[src/rtl/pcs_pkg.sv]
// Shared encodings for the program-counter sequencer: op codes, fault codes,
// FSM state type and the instruction-size helper.
package pcs_pkg;

    localparam logic [2:0] OP_NEXT   = 3'd0;
    localparam logic [2:0] OP_JUMP   = 3'd1;
    localparam logic [2:0] OP_BRANCH = 3'd2;
    localparam logic [2:0] OP_CALL   = 3'd3;
    localparam logic [2:0] OP_RET    = 3'd4;

    localparam logic [1:0] FLT_NONE = 2'd0;
    localparam logic [1:0] FLT_OVF  = 2'd1;
    localparam logic [1:0] FLT_UDF  = 2'd2;

    typedef enum logic {
        ST_RUN   = 1'b0,
        ST_FAULT = 1'b1
    } pcs_state_e;

    // A zero-length instruction is treated as one byte so the PC always advances.
    function automatic logic [1:0] eff_size(input logic [1:0] sz);
        return (sz == 2'd0) ? 2'd1 : sz;
    endfunction

endpackage

[src/rtl/return_stack.sv]
// LIFO of return addresses. Push and pop are mutually exclusive; push on full
// and pop on empty are ignored here, the sequencer turns them into faults.
module return_stack
    import pcs_pkg::*;
#(
    parameter int ADDR_WIDTH  = 8,
    parameter int STACK_DEPTH = 4,
    localparam int SP_W  = $clog2(STACK_DEPTH + 1),
    localparam int IDX_W = (STACK_DEPTH > 1) ? $clog2(STACK_DEPTH) : 1
) (
    input  logic                  clk,
    input  logic                  rst,
    input  logic                  push,
    input  logic                  pop,
    input  logic [ADDR_WIDTH-1:0] din,
    output logic [ADDR_WIDTH-1:0] dout,
    output logic [SP_W-1:0]       sp,
    output logic                  full,
    output logic                  empty
);

    logic [ADDR_WIDTH-1:0] mem [STACK_DEPTH];
    logic [SP_W-1:0]       sp_q;
    logic [SP_W-1:0]       sp_m1;
    logic [IDX_W-1:0]      wr_idx;
    logic [IDX_W-1:0]      rd_idx;

    assign sp     = sp_q;
    assign full   = (sp_q == SP_W'(STACK_DEPTH));
    assign empty  = (sp_q == '0);
    assign sp_m1  = sp_q - SP_W'(1);
    assign wr_idx = sp_q[IDX_W-1:0];
    assign rd_idx = sp_m1[IDX_W-1:0];
    assign dout   = empty ? '0 : mem[rd_idx];

    always_ff @(posedge clk or posedge rst) begin
        if (rst) begin
            sp_q <= '0;
        end else if (push && !full) begin
            sp_q <= sp_q + SP_W'(1);
        end else if (pop && !empty) begin
            sp_q <= sp_m1;
        end
    end

    // Contents are don't-care after reset, so the array carries no reset.
    always_ff @(posedge clk) begin
        if (push && !full) begin
            mem[wr_idx] <= din;
        end
    end

endmodule

[src/rtl/pc_sequencer.sv]
// Program-counter sequencer: next/jump/branch/call/return with a RUN/FAULT FSM.
// Define PCS_IRQ_EN to add the irq/irq_ack interrupt entry path.
module pc_sequencer
    import pcs_pkg::*;
#(
    parameter int ADDR_WIDTH = 8,
    parameter int STACK_DEPTH = 4,
    parameter logic [ADDR_WIDTH-1:0] RESET_VECTOR = '0,
`ifdef PCS_IRQ_EN
    parameter logic [ADDR_WIDTH-1:0] IRQ_VECTOR = ADDR_WIDTH'(8'hF0),
`endif
    localparam int SP_W = $clog2(STACK_DEPTH + 1)
) (
    input  logic                  clk,
    input  logic                  rst,
    input  logic                  halt,
    input  logic [2:0]            op,
    input  logic [1:0]            instr_size,
    input  logic                  cond,
    input  logic [ADDR_WIDTH-1:0] target,
    input  logic [ADDR_WIDTH-1:0] rel_offset,
`ifdef PCS_IRQ_EN
    input  logic                  irq,
    output logic                  irq_ack,
`endif
    output logic [ADDR_WIDTH-1:0] pc,
    output logic [SP_W-1:0]       sp,
    output logic                  stack_full,
    output logic                  stack_empty,
    output logic                  fault,
    output logic [1:0]            fault_code,
    output logic                  dbg_state
);

    pcs_state_e            state_q, state_d;
    logic [ADDR_WIDTH-1:0] pc_q, pc_d;
    logic [1:0]            code_q, code_d;
    logic [ADDR_WIDTH-1:0] fallthrough;
    logic                  push, pop;
    logic [ADDR_WIDTH-1:0] push_data;
    logic [ADDR_WIDTH-1:0] stack_top;
    logic                  op_en;
`ifdef PCS_IRQ_EN
    logic                  in_service_q, in_service_d;
    logic                  irq_ack_q, irq_ack_d;
`endif

    return_stack #(
        .ADDR_WIDTH  (ADDR_WIDTH),
        .STACK_DEPTH (STACK_DEPTH)
    ) u_stack (
        .clk   (clk),
        .rst   (rst),
        .push  (push),
        .pop   (pop),
        .din   (push_data),
        .dout  (stack_top),
        .sp    (sp),
        .full  (stack_full),
        .empty (stack_empty)
    );

    assign fallthrough = pc_q + ADDR_WIDTH'(eff_size(instr_size));

    always_comb begin
        state_d   = state_q;
        pc_d      = pc_q;
        code_d    = code_q;
        push      = 1'b0;
        pop       = 1'b0;
        push_data = fallthrough;
        op_en     = (state_q == ST_RUN) && !halt;
`ifdef PCS_IRQ_EN
        in_service_d = in_service_q;
        irq_ack_d    = 1'b0;
        // A pending interrupt replaces the presented op; pc_q is pushed so the
        // interrupted instruction re-executes after the handler returns.
        if (op_en && irq && !in_service_q) begin
            op_en = 1'b0;
            if (stack_full) begin
                state_d = ST_FAULT;
                code_d  = FLT_OVF;
            end else begin
                push         = 1'b1;
                push_data    = pc_q;
                pc_d         = IRQ_VECTOR;
                in_service_d = 1'b1;
                irq_ack_d    = 1'b1;
            end
        end
`endif
        if (op_en) begin
            case (op)
                OP_JUMP:   pc_d = target;
                OP_BRANCH: pc_d = cond ? (fallthrough + rel_offset) : fallthrough;
                OP_CALL: begin
                    if (stack_full) begin
                        state_d = ST_FAULT;
                        code_d  = FLT_OVF;
                    end else begin
                        push = 1'b1;
                        pc_d = target;
                    end
                end
                OP_RET: begin
                    if (stack_empty) begin
                        state_d = ST_FAULT;
                        code_d  = FLT_UDF;
                    end else begin
                        pop  = 1'b1;
                        pc_d = stack_top;
`ifdef PCS_IRQ_EN
                        in_service_d = 1'b0;
`endif
                    end
                end
                default:   pc_d = fallthrough;
            endcase
        end
    end

    always_ff @(posedge clk or posedge rst) begin
        if (rst) begin
            state_q <= ST_RUN;
            pc_q    <= RESET_VECTOR;
            code_q  <= FLT_NONE;
        end else begin
            state_q <= state_d;
            pc_q    <= pc_d;
            code_q  <= code_d;
        end
    end

`ifdef PCS_IRQ_EN
    always_ff @(posedge clk or posedge rst) begin
        if (rst) begin
            in_service_q <= 1'b0;
            irq_ack_q    <= 1'b0;
        end else begin
            in_service_q <= in_service_d;
            irq_ack_q    <= irq_ack_d;
        end
    end

    assign irq_ack = irq_ack_q;
`endif

    assign pc         = pc_q;
    assign fault      = (state_q == ST_FAULT);
    assign fault_code = code_q;
    assign dbg_state  = (state_q == ST_FAULT);

endmodule

[config.mk]
export PLATFORM = sky130hd
export DESIGN_NAME = pc_sequencer
export DESIGN_NICKNAME = d
export VERILOG_FILES = /design/src/rtl/pcs_pkg.sv /design/src/rtl/return_stack.sv /design/src/rtl/pc_sequencer.sv
export SDC_FILE = /design/constraint.sdc
export NUM_CORES = 1
export LEC_CHECK = 0
export ABC_CLOCK_PERIOD_IN_PS = 3300
export CORE_UTILIZATION = 26
export CTS_BUF_LIST = sky130_fd_sc_hd__clkbuf_4
export CTS_CLUSTER_SIZE = 12
export DETAILED_ROUTE_END_ITERATION = 12
export PLACE_DENSITY = 0.46
export SLEW_MARGIN = 30
export SYNTH_ARGS = -nofsm -noshare
export SYNTH_HDL_FRONTEND = slang
export SYNTH_SLANG_ARGS = --single-unit
export TNS_END_PERCENT = 1
[constraint.sdc]
create_clock -name clk -period 3.3 [get_ports clk]
set_clock_uncertainty 0.1 [all_clocks]
set_input_delay 0.99 -clock clk [delete_from_list [all_inputs] [get_ports clk]]
set_output_delay 0.99 -clock clk [all_outputs]
set_load 0.05 [all_outputs]
==> metrics.txt, run 1 <==
FF+latch count, synth 46; Tot GR Track Use 13.39%; Async SR Flop Fraction 30.43%; Synth top cells by count 32 x edfxtp_1, 23 x nand2_1, 18 x o21ai_0, 16 x ha_1, 14 x dfrtp_1; Clock transition at path regs 0.16 ns; Post-Syn Instances 224; register area 1311 um2; Die Height 102.3 um; Crit Path Category primary input to register; Routed Antenna Nets 0; Hold Path Class register to register; RSZ-0062 raised after global routing yes; die width 102.3 um; leading area contributor after synthesis edfxtp_1; initial antenna violation count 0; largest net degree at the start of global routing 18; Post-CTS Hold Buffers 0; drt wl/cell 15.39 um; # diodes 0; fill cell count 992; vias in the first global route 1848; reg-to-reg slack, setup 0.33 ns; Ys Warns 0; Initial Util 26.77%; clk root buf clkbuf_4; hold path cells 2; Max FO, Critical Path 3; Reg2Reg Capture Point pc[6]; Clock Sinks 46; mean area per synthesized cell 11.68 um2; die area 10470 um2; Power Density 902.3 nW/um2; Mapped Nets 267; top cells by area, synth edfxtp_1 37%, dfrtp_1 13%, ha_1 7.7%; simple-gate area share of the yosys netlist 11.76%; final hold viol count 0; Setup TNS -0.01868 ns; number of flops mapped to enable cells by yosys 32; CP Launch Type primary input; compound-cell area share of the yosys netlist 12.63%; slew margin rel. 59.34%; Multi-input gate area 1328 um2; layout cells sized above 1 26.07%; Area growth, synth to finish 38.98%; drt drc 0; Overflow after GRT 0; Final WS setup -0.01188 ns; adder-cell share of the synthesized area 9.182%; drt initial violations 100; Clk Latency, worst-skew pair 0.37 ns; I/O pin total 42; reg2reg start pc[0]; most frequent cell after synthesis edfxtp_1; Routed WL 6708 um; failing checks setup timing; leakage power 1.409 nW; GPL Wtd Cong 0.7871; fin nets 345; core area 9774 um2; FF-to-FF path depth 10; via count 2001; post-layout min period 3.312 ns; area fraction of the dominant cell type after synthesis 36.73%; H-tree levels 2; worst-margin pin slew 0.6093 ns; largest family of logic cells by synthesized area compound AO/OA/AOI/OAI gates; Worst EP arrival 3.49 ns; status finished, violations left; Top FF cell, synth edfxtp_1; Yosys cell types 44; Place WS -0.8486 ns; post-synthesis mux area share 9.660%; IO buf count 41; Vias/cell 4.589; Inserted Clock Buffers 5; FP Rows 36; cell area after synthesis 2616 um2; post-DP HPWL 5184 um; crit path launch instr_size[0]; XOR/XNOR share of the synthesized area 3.348%; CTS tree done; Max-cap violations 0; worst vdd ir 0.0003286 V; first-pass GRT wire length 10210 um; Core Util, Final 37.20%; final setup vio count 2; Worst setup EP type register; crit share post-route 100.4%; Slew Limit Fails 0; Longest Clk Path Bufs 2; first drt pass iteration count 6; Worst Path Required 3.48 ns; end point of the critical path pc[6]; register area share after synthesis 50.12%; FMAX 0.3019 GHz
-- placed cells by master (no fill, tap or decap), drive strengths merged, types with 2 or more instances in the layout --
cell type	netlist	final
a22oi	2	2
fa	2	2
a211oi	2	2
nand3	5	5
edfxtp	32	32
dfrtp	14	14
clkbuf	4	5
nand2b	6	6
a31oi	2	2
o211ai	2	2
inv	13	15
o21bai	2	2
mux4	8	8
a221o	2	2
mux2	2	2
o22ai	2	2
a21oi	10	10
xnor2	7	7
nor3b	2	2
nor3	3	3
mux2i	5	5
xor2	3	3
and2	5	5
nor2	12	12
clkdlybuf4s50	0	37
ha	16	16
buf	4	42
nor2b	3	3
nand2	23	23
a221oi	2	2
o21ai	19	19
-- report_power, final --
| group | internal [mW] | total, mW | switching [mW] |
|---|---|---|---|
| sequential | 0.785 | 0.890 | 0.105 |
| combinational | 0.986 | 2.09 | 1.10 |
| clock | 0.0931 | 0.304 | 0.211 |
| total | 1.86 | 3.28 | 1.42 |
-- how the worst min path moves through the flow --
stage                              from             to  slack [ns]
after global routing      fault_code[1]  fault_code[1]        0.43
after detailed placement  fault_code[1]  fault_code[1]        0.37
final                     fault_code[1]  fault_code[1]        0.40
after CTS                 fault_code[1]  fault_code[1]        0.41
after floorplan           fault_code[1]  fault_code[1]        0.66
after global placement    fault_code[1]  fault_code[1]        0.37
-- sequential cells by signal, indices dropped and copies added, names as in the netlist --
register	cells
dbg_state	1
u_stack.mem	32
u_stack.sp	3
fault_code	2
pc	8
-- per-layer routing --
metal / vias up / share of wire (%) / track usage, %
li1: 988 / - / -
met1: 946 / 47 / 18.16
met2: 63 / 48 / 22.30
met3: 4 / 4.8 / 2.394
met4: 0 / 0.60 / 2.967
met5: - / 0 / 0
-- worst max-delay path, stage by stage --
cell	delay, ns
buf_6	0.09
nand2b_4	0.13
ha_4	0.16
fa_2	0.56
inv_2	0.05
fa_2	0.34
and2b_1	0.21
o21ai_2	0.06
a21bo_1	0.19
nor3b_2	0.15
o32a_1	0.28
a221o_1	0.29
-- stage by stage --
step | hold WS [ns] | cell area, um2 | power (mW) | std cells
after floorplan | 0.6577 | 2674 | 2.132 | 224
after global placement | 0.3670 | 3466 | 2.820 | 421
after detailed placement | 0.3692 | 3466 | 2.832 | 421
after CTS | 0.4055 | 3547 | 3.186 | 431
after global routing | 0.4316 | 3636 | 3.528 | 436
final | 0.3978 | 3636 | 3.281 | 436
-- cell type report --
type                            count  area share [%]
Clock inverter                      3          0.7915
Tap cell                          133           4.577
Sequential cell                    46           36.06
Clock buffer                        5           1.032
Timing Repair Buffer               79           19.68
Multi-Input combinational cell    157           36.51
Inverter                           13           1.342
-- kinds of logic (layout without fill, tap and decap cells) --
kind of cell	count (synthesis)	in the layout
AND/OR/NAND/NOR	62	62
AO/OA/AOI/OAI	52	52
flip-flops	46	46
buffers and inverters	21	100
adder cells (fa/ha/maj)	18	18
multiplexers	15	15
XOR/XNOR	10	10
-- repair_timing --
item	in CTS	in global routing
setup endpoints to repair	4	3
pin swaps	6	12
gates cloned	0	0
resized for setup	9	8
buffers inserted	2	5
Note: power is estimated with default switching activity, not from simulation.
==> inputs of run 2 (changes only) <==
--- a/config.mk
+++ b/config.mk
@@ -5,12 +5,13 @@
 export SDC_FILE = /design/constraint.sdc
 export NUM_CORES = 1
 export LEC_CHECK = 0
-export ABC_CLOCK_PERIOD_IN_PS = 3300
+export ABC_CLOCK_PERIOD_IN_PS = 2800
 export CORE_UTILIZATION = 26
 export CTS_BUF_LIST = sky130_fd_sc_hd__clkbuf_4
 export CTS_CLUSTER_SIZE = 12
 export DETAILED_ROUTE_END_ITERATION = 12
 export PLACE_DENSITY = 0.46
+export SKIP_LAST_GASP = 1
 export SLEW_MARGIN = 30
 export SYNTH_ARGS = -nofsm -noshare
 export SYNTH_HDL_FRONTEND = slang
==> constraint.sdc (replaced) <==
create_clock -name clk -period 2.8 [get_ports clk]
set_clock_uncertainty 0.1 [all_clocks]
set_input_delay 0.84 -clock clk [delete_from_list [all_inputs] [get_ports clk]]
set_output_delay 0.84 -clock clk [all_outputs]
set_load 0.05 [all_outputs]
==> metrics.txt, run 2 (same netlist as run 1, synthesis figures left out) <==
min-delay src fault_code[1]; drt wl/cell 15.00 um; CTS tree done; # diodes 0; worst-margin pin slew 0.6217 ns; most common cell after layout, fill and taps aside buf_4; fill cell count 962; drt drc 0; largest reg by FF count u_stack.mem; Max FO, Critical Path 3; Max-cap violations 0; Clk Latency, worst-skew pair 0.36 ns; vias in the first global route 1957; largest net degree at the start of global routing 17; Clock Sinks 46; post-route insts no fill 440; Routed Antenna Nets 0; FMAX 0.3085 GHz; post-DP HPWL 5130 um; Slew Limit Fails 0; max reg flops 32; Hold Slack 0.3927 ns; initial antenna violation count 0; Worst Path Required 2.96 ns; crit share post-route 115.8%; worst vdd ir 0.0003562 V; Clock transition at path regs 0.15 ns; Final WS setup -0.4417 ns; crit path launch instr_size[0]; Area growth, synth to finish 39.12%; clk root buf clkbuf_4; most frequent cells in the layout 41 x buf_4, 36 x clkdlybuf4s50_1, 32 x edfxtp_1, 23 x nand2_1, 18 x o21ai_0; core area 9774 um2; failing checks setup timing; Power Density 1020 nW/um2; leakage power 1.417 nW; fin nets 349; status finished, violations left; Worst setup EP type register; Initial Util 26.77%; Post-CTS Hold Buffers 0; IO buf count 41; post-layout min period 3.242 ns; Die Height 102.3 um; Crit Path Category primary input to register; reg2reg start pc[0]; Overflow after GRT 0; Hold Path Class register to register; Vias/cell 4.575; Tot GR Track Use 13.35%; first drt pass iteration count 4; Multi-input gate area 1287 um2; final hold viol count 0; final setup vio count 3; I/O pin total 42; die width 102.3 um; H-tree levels 2; CP Launch Type primary input; via count 2013; Longest Clk Path Bufs 2; drt initial violations 48; placed cells 428; slew margin rel. 58.51%; Worst EP arrival 3.40 ns; register area 1311 um2; FP Rows 36; Routed WL 6602 um; Inserted Clock Buffers 5; layout cells sized above 1 26.06%; RSZ-0062 raised after global routing yes; die area 10470 um2; first-pass GRT wire length 10210 um; GPL Wtd Cong 0.7947
==> run 2: critical path: stages <==
cell	delay (ns)
buf_6	0.09
nand2b_4	0.13
ha_4	0.15
fa_2	0.53
inv_2	0.04
fa_2	0.33
and2b_1	0.21
o21ai_2	0.06
a21bo_1	0.21
nor3b_2	0.16
o32a_1	0.32
a221o_1	0.32
==> run 2: final timing paths <==
check,end,slack [ns],cells after the start
hold reg to reg,fault_code[1],0.39,2
setup / recovery,pc[6],-0.44,12
setup reg to reg,pc[6],-0.22,10
max in group asynchronous,u_stack.sp[1],1.45,2
hold / removal,fault_code[1],0.39,2
min in group asynchronous,pc[3],0.74,2
==> run 2: metal layers <==
| metal | GRT usage [%] | vias to the layer above | wire length (um) |
|---|---|---|---|
| li1 | - | 992 | - |
| met4 | 3.297 | 0 | 53 |
| met3 | 2.668 | 4 | 321 |
| met1 | 17.66 | 961 | 3078 |
| met5 | 0 | - | 0 |
| met2 | 22.35 | 56 | 3149 |
==> run 2: where the power goes <==
| part | leakage (nW) | switching [mW] | total [mW] | internal [mW] |
|---|---|---|---|---|
| logic | 0.927 | 1.25 | 2.34 | 1.09 |
| registers | 0.462 | 0.112 | 1.04 | 0.926 |
| clock network | 0.0278 | 0.232 | 0.333 | 0.101 |
==> run 2: stage by stage <==
step / util [%] / power [mW] / setup slack [ns] / instance area (um2) / TNS, ns
6_report: 37.24 / 3.712 / -0.4417 / 3640 / -0.9485
2_1_floorplan: - / 2.513 / -0.6511 / 2674 / -3.674
4_1_cts: 37.08 / 3.759 / -0.4593 / 3625 / -1.094
3_3_place_gp: 36.23 / 3.352 / -1.141 / 3541 / -9.727
3_5_place_dp: 36.23 / 3.360 / -1.191 / 3541 / -8.912
5_1_grt: 37.24 / 4.012 / -0.5223 / 3640 / -1.530
==> run 2: area by class of cell <==
type | count | area share [%]
clock buffer | 5 | 1.031
clock inverter | 3 | 0.6531
inverter | 13 | 1.341
multi-input combinational | 157 | 35.37
sequential | 46 | 36.03
tap | 133 | 4.572
timing repair buffer | 83 | 21.00
==> run 2: what timing repair did <==
item,CTS,global route
setup endpoints to repair,7,7
pin swaps,6,1
cloned,0,0
gates resized for setup,9,2
buffers inserted,3,1
